`src/rtl/pred_wb_arbiter.sv`:
```
// Predicate write-back arbiter: merges two compare result streams through a small FIFO
// into the predicate register file write port and tracks pending predicates.
module pred_wb_arbiter #(
    parameter int unsigned NUM_PREGS  = 16,
    parameter int unsigned ADDR_W     = 4,
    parameter int unsigned FIFO_DEPTH = 4
) (
    input  logic                 clk,
    input  logic                 reset,
    input  logic                 flush,
    input  logic                 alloc_valid,
    input  logic [ADDR_W-1:0]    alloc_addr,
    input  logic                 s0_valid,
    output logic                 s0_ready,
    input  logic [ADDR_W-1:0]    s0_addr,
    input  logic                 s0_data,
    input  logic                 s1_valid,
    output logic                 s1_ready,
    input  logic [ADDR_W-1:0]    s1_addr,
    input  logic                 s1_data,
    output logic                 write_enable,
    output logic [ADDR_W-1:0]    write_addr,
    output logic                 data_in,
    output logic [NUM_PREGS-1:0] busy_vec,
    output logic [ADDR_W-1:0]    fifo_count
);

    localparam int unsigned PTR_W = $clog2(FIFO_DEPTH);
    localparam int unsigned CNT_W = PTR_W + 1;

    typedef struct packed {
        logic [ADDR_W-1:0] addr;
        logic              data;
    } entry_t;

    entry_t             mem [FIFO_DEPTH];
    logic [PTR_W-1:0]   rd_ptr;
    logic [PTR_W-1:0]   wr_ptr;
    logic [CNT_W-1:0]   count;
    logic               rr_pri;

    entry_t             head;
    entry_t             e0;
    entry_t             e1;
    entry_t             hi_entry;
    entry_t             lo_entry;
    entry_t             first_entry;
    entry_t             second_entry;
    logic               empty;
    logic               pop;
    logic [CNT_W-1:0]   free;
    logic               push0;
    logic               push1;
    logic               hi_push;
    logic               lo_push;
    logic               first_push;
    logic               second_push;
    logic [CNT_W-1:0]   n_push;
    logic               rr_toggle;
    logic [NUM_PREGS-1:0] busy_nxt;

    assign head         = mem[rd_ptr];
    assign write_enable = pop;
    assign write_addr   = head.addr;
    assign data_in      = head.data;
    assign fifo_count   = ADDR_W'(count);

    // Drain, acceptance and push ordering
    always_comb begin
        empty        = (count == '0);
        pop          = !empty && !reset && !flush;
        free         = CNT_W'(FIFO_DEPTH) - count + CNT_W'(pop);
        s0_ready     = 1'b0;
        s1_ready     = 1'b0;
        e0.addr      = s0_addr;
        e0.data      = s0_data;
        e1.addr      = s1_addr;
        e1.data      = s1_data;
        hi_entry     = e0;
        lo_entry     = e1;
        hi_push      = 1'b0;
        lo_push      = 1'b0;
        first_entry  = e0;
        second_entry = e1;
        first_push   = 1'b0;
        second_push  = 1'b0;
        n_push       = '0;
        rr_toggle    = 1'b0;

        if (!reset && !flush) begin
            if (free >= CNT_W'(2)) begin
                s0_ready = 1'b1;
                s1_ready = 1'b1;
            end else if (free == CNT_W'(1)) begin
                s0_ready = !rr_pri;
                s1_ready = rr_pri;
                rr_toggle = s0_valid && s1_valid;
            end
        end

        push0 = s0_valid && s0_ready;
        push1 = s1_valid && s1_ready;

        // Priority source goes first so the other source's value lands last
        if (rr_pri) begin
            hi_entry = e1;
            lo_entry = e0;
            hi_push  = push1;
            lo_push  = push0;
        end else begin
            hi_entry = e0;
            lo_entry = e1;
            hi_push  = push0;
            lo_push  = push1;
        end

        first_push   = hi_push || lo_push;
        first_entry  = hi_push ? hi_entry : lo_entry;
        second_push  = hi_push && lo_push;
        second_entry = lo_entry;
        n_push       = CNT_W'(first_push) + CNT_W'(second_push);
    end

    // Scoreboard: a same-cycle allocation overrides the drain clear
    always_comb begin
        busy_nxt = busy_vec;
        if (pop) begin
            busy_nxt[write_addr] = 1'b0;
        end
        if (alloc_valid) begin
            busy_nxt[alloc_addr] = 1'b1;
        end
    end

    always_ff @(posedge clk) begin
        if (reset) begin
            rd_ptr   <= '0;
            wr_ptr   <= '0;
            count    <= '0;
            rr_pri   <= 1'b0;
            busy_vec <= '0;
        end else if (flush) begin
            rd_ptr   <= '0;
            wr_ptr   <= '0;
            count    <= '0;
            busy_vec <= '0;
        end else begin
            rd_ptr   <= rd_ptr + PTR_W'(pop);
            wr_ptr   <= wr_ptr + PTR_W'(n_push);
            count    <= count + n_push - CNT_W'(pop);
            busy_vec <= busy_nxt;
            if (rr_toggle) begin
                rr_pri <= !rr_pri;
            end
        end
    end

    // Storage needs no reset; pushes are already suppressed during reset/flush
    always_ff @(posedge clk) begin
        if (first_push) begin
            mem[wr_ptr] <= first_entry;
        end
        if (second_push) begin
            mem[PTR_W'(wr_ptr + PTR_W'(1))] <= second_entry;
        end
    end

endmodule

```
`config.mk`:
```
export PLATFORM = sky130hd
export DESIGN_NAME = pred_wb_arbiter
export DESIGN_NICKNAME = d
export VERILOG_FILES = /design/src/rtl/pred_wb_arbiter.sv
export SDC_FILE = /design/constraint.sdc
export NUM_CORES = 1
export LEC_CHECK = 0
export BUFFER_PORTS_ARGS = -buffer_cell sky130_fd_sc_hd__buf_2
export CAP_MARGIN = 20
export CORE_MARGIN = 8
export CORE_UTILIZATION = 35
export CTS_CLUSTER_DIAMETER = 80
export DETAILED_ROUTE_END_ITERATION = 7
export HOLD_SLACK_MARGIN = 0.1
export PLACE_DENSITY_LB_ADDON = 0.12
export SLEW_MARGIN = 20
export SYNTH_ARGS = -nofsm -noshare
export SYNTH_HDL_FRONTEND = slang
export SYNTH_SLANG_ARGS = --single-unit
export TNS_END_PERCENT = 30
```
`constraint.sdc`:
```
create_clock -name clk -period 5.7 [get_ports clk]
set_clock_uncertainty 0.2 [all_clocks]
set_input_delay 1.71 -clock clk [delete_from_list [all_inputs] [get_ports clk]]
set_output_delay 1.71 -clock clk [all_outputs]
set_load 0.01 [all_outputs]
```
==> impl_metrics.json <==
{
  "status": "finished clean",
  "cts_hold_buf": 0,
  "post_cts_buffers": 0,
  "critPathLaunchType": "input pin",
  "cts_sinks": 44,
  "max_freq_mhz": 198.1,
  "fin_total_pwr_uw": 708.1,
  "dr_total_vias": 1811,
  "endpoint_kind": "output pin",
  "synth_edf_count": 20,
  "syn-num-nets": 257,
  "tightest_slew_ps": 857.4,
  "maxCapViolCount": 0,
  "p_clk_share_pct": 38.2,
  "p_int_uw": 539.1,
  "synthSimpleGateAreaFrac_pct": 14.74,
  "worstSetupStartpoint": "reset",
  "wl_microns": 5911,
  "grt_pass1_vias": 1827,
  "yosys.area.top_type": "edfxtp_1",
  "synth.top_cell.area_share_pct": 24.32,
  "clkSlewWorstSetupHoldPaths_ps": 80,
  "route.met3.wl_microns": 289,
  "ys.flop_type": "dfxtp_1",
  "rows": 30,
  "fp.dieW_microns": 100.0,
  "route.detailed.drc": 0,
  "hp-class": "register to register",
  "grt_pass1_wl_microns": 9632,
  "power_frac_seq_pct": 48.4,
  "hold_violations": 0,
  "holdWs_ps": 275.9,
  "synth_seq_cells": 44,
  "diodes": 0,
  "tns_ps": 0,
  "seq_area_frac_synth_pct": 43.77,
  "gp_congestion": 0.7594,
  "synthMostInstantiatedCell": "dfxtp_1",
  "fin_crit_ps": 5048,
  "drt-met1-wl_microns": 2865,
  "worstSetupPathType": "input pin to output pin",
  "area_delta_synth_final_pct": 19.15,
  "min_period_over_period_pct": 88.57,
  "synth.cell_area_sq_mm": 0.002470,
  "drt_iter0_drc": 48,
  "start_util_pct": 36.15,
  "ioPinCount": 48,
  "synth_xor_area_share_pct": 2.482,
  "avgSynthCellArea_sq_um": 10.93,
  "cts_resized": 0,
  "wire_per_inst_microns": 15.85,
  "grt_usage_pct": 12.07,
  "netlist_top_cells_area": "edfxtp_1, dfxtp_1, mux2_2, ha_1, mux4_2",
  "coreArea_sq_mm": 0.006832,
  "rsz0062_at_grt": "false",
  "final_cells": 373,
  "top_layer": "met4",
  "cts_buffers": 5,
  "synth_warnings": 0,
  "worstReg2RegStart": "count[2]",
  "ir_drop_v": 0.0001133,
  "cts_tree": "done",
  "finalSetupViolCount": 0,
  "antenna_found_initial": 0,
  "crit_slowest_cell": "and2_2",
  "clk_latency_ps": 290,
  "hpwlAfterDp_microns": 4441,
  "leakagePower_nw": 1.121,
  "muxShareOfSynthArea_pct": 14.49,
  "clk_path_buf_depth": 2,
  "synth_top_family_by_area": "simple AND/OR/NAND/NOR gates",
  "nets": 307,
  "viasPerCell": 4.855,
  "die_h_microns": 100.0,
  "synth_compound_area_share_pct": 14.34,
  "min_from": "busy_vec[13]",
  "grt-ovfl-total": 0,
  "slowest_delay_ps": 240,
  "cp.arrival_ps": 3140,
  "antenna_left": 0,
  "path_max_fanout": 4,
  "p_switching_uw": 169.1,
  "worstPathCellList": "buf_2 -> nor2_1 -> nand2_1 -> ha_1 -> inv_1 -> ha_1 -> xnor2_1 -> and2_2 -> a21oi_1 -> buf_2",
  "p_sw_share_pct": 23.87,
  "synth_cells": 226,
  "yosys-top-cells-count": "dfxtp_1, edfxtp_1, mux2_2",
  "io_buffers": 46,
  "slew_viol_final": 0,
  "power_density_mw_per_mm2": 240.6,
  "synthArstFlopShare_pct": 0,
  "cts_root_buf": "clkbuf_8",
  "required_ps": 3790,
  "ys_types": 46,
  "die_area_sq_mm": 0.01000,
  "wl_met2_microns": 2696,
  "synth_adder_area_share_pct": 5.876,
  "slew-limit-headroom_pct": 42.84,
  "dp.cells": 365,
  "h-tree-depth": 2,
  "combPwrFrac_pct": 13.5,
  "grt_max_degree": 26,
  "firstDrtPassIters": 4,
  "drive_above_1_share_pct": 33.94
}
## per-stage QoR
stage | area [sq um] | util, % | setup WS, ps
final | 2943 | 43.08 | 651.7
after global routing | 2943 | 43.08 | 428.9
after CTS | 2943 | 43.08 | 644.6
after detailed placement | 2815 | 41.21 | 336.4
after global placement | 2815 | 41.21 | 487.5
after floorplan | 2470 | - | 572.6
## logic make-up (layout without fill, tap and decap cells)
| logic type | Yosys count | after routing |
|---|---|---|
| buf+inv | 23 | 74 |
| mux | 27 | 27 |
| simple gates | 67 | 67 |
| flops | 44 | 44 |
| fa+ha+maj | 11 | 11 |
| other cells | 1 | 1 |
| xor+xnor | 7 | 7 |
| compound gates | 46 | 46 |
## per-layer routing
metal	global-route usage, %	vias to the layer above
met3	2.561	5
li1	-	912
met1	15.67	851
met5	0	-
met2	19.75	43
met4	3.140	0
## worst paths after layout
path                  endpoint  slack [ps]  cells past startpoint
setup reg to reg     mem[1][3]        1370                     13
hold / removal    busy_vec[13]         280                      2
setup / recovery      s0_ready         650                     10
hold reg to reg   busy_vec[13]         280                      2
## sequential cells by signal, indices dropped and copies added, names as in the netlist
signal    cells
count         3
mem          20
rr_pri        1
busy_vec     16
rd_ptr        2
wr_ptr        2
## critical path, delay by kind of cell
family / cells / cell delay (ps)
compound gates: 1 / 70
xor+xnor: 1 / 220
fa+ha+maj: 2 / 340
buf+inv: 3 / 310
simple gates: 3 / 490
## power by group through the flow
stage                     combinational [mW]  clock, mW  sequential (mW)
after floorplan                       0.0623          0            0.349
after global placement                0.0956          0            0.350
after detailed placement              0.0956          0            0.350
after CTS                             0.0961      0.279            0.343
after global routing                   0.105      0.290            0.344
final                                 0.0953      0.270            0.343
## cells in the final DEF, fill, tap and decap left out, types with 2 or more instances in the layout
cell	Yosys	final
a2111oi_4	4	4
a211oi_1	2	2
a21oi_1	19	19
a31oi_1	2	2
and2_1	6	6
buf_2	4	46
buf_4	1	6
clkbuf_8	0	5
dfxtp_1	24	24
edfxtp_1	20	20
ha_1	10	10
inv_1	14	14
mux2_2	20	20
mux2i_1	2	2
mux4_2	5	5
nand2_1	16	16
nand2b_1	3	3
nand3_1	7	7
nor2_1	13	13
nor2b_1	2	2
nor3_1	2	2
nor3b_1	2	2
o21ai_0	16	16
or3_1	2	2
or4b_1	2	2
xnor2_1	6	6
## area by class of cell
class | instances | area, sq um
multi-input cells | 159 | 1286
fillers | 694 | 3889
clock buffers | 7 | 97.59
flip-flops and latches | 44 | 1081
inverters | 14 | 52.55
clock inverters | 1 | 30.03
repair buffers | 52 | 275.3
well taps | 96 | 120.1
No activity file was read; power rests on OpenSTA's default activity.
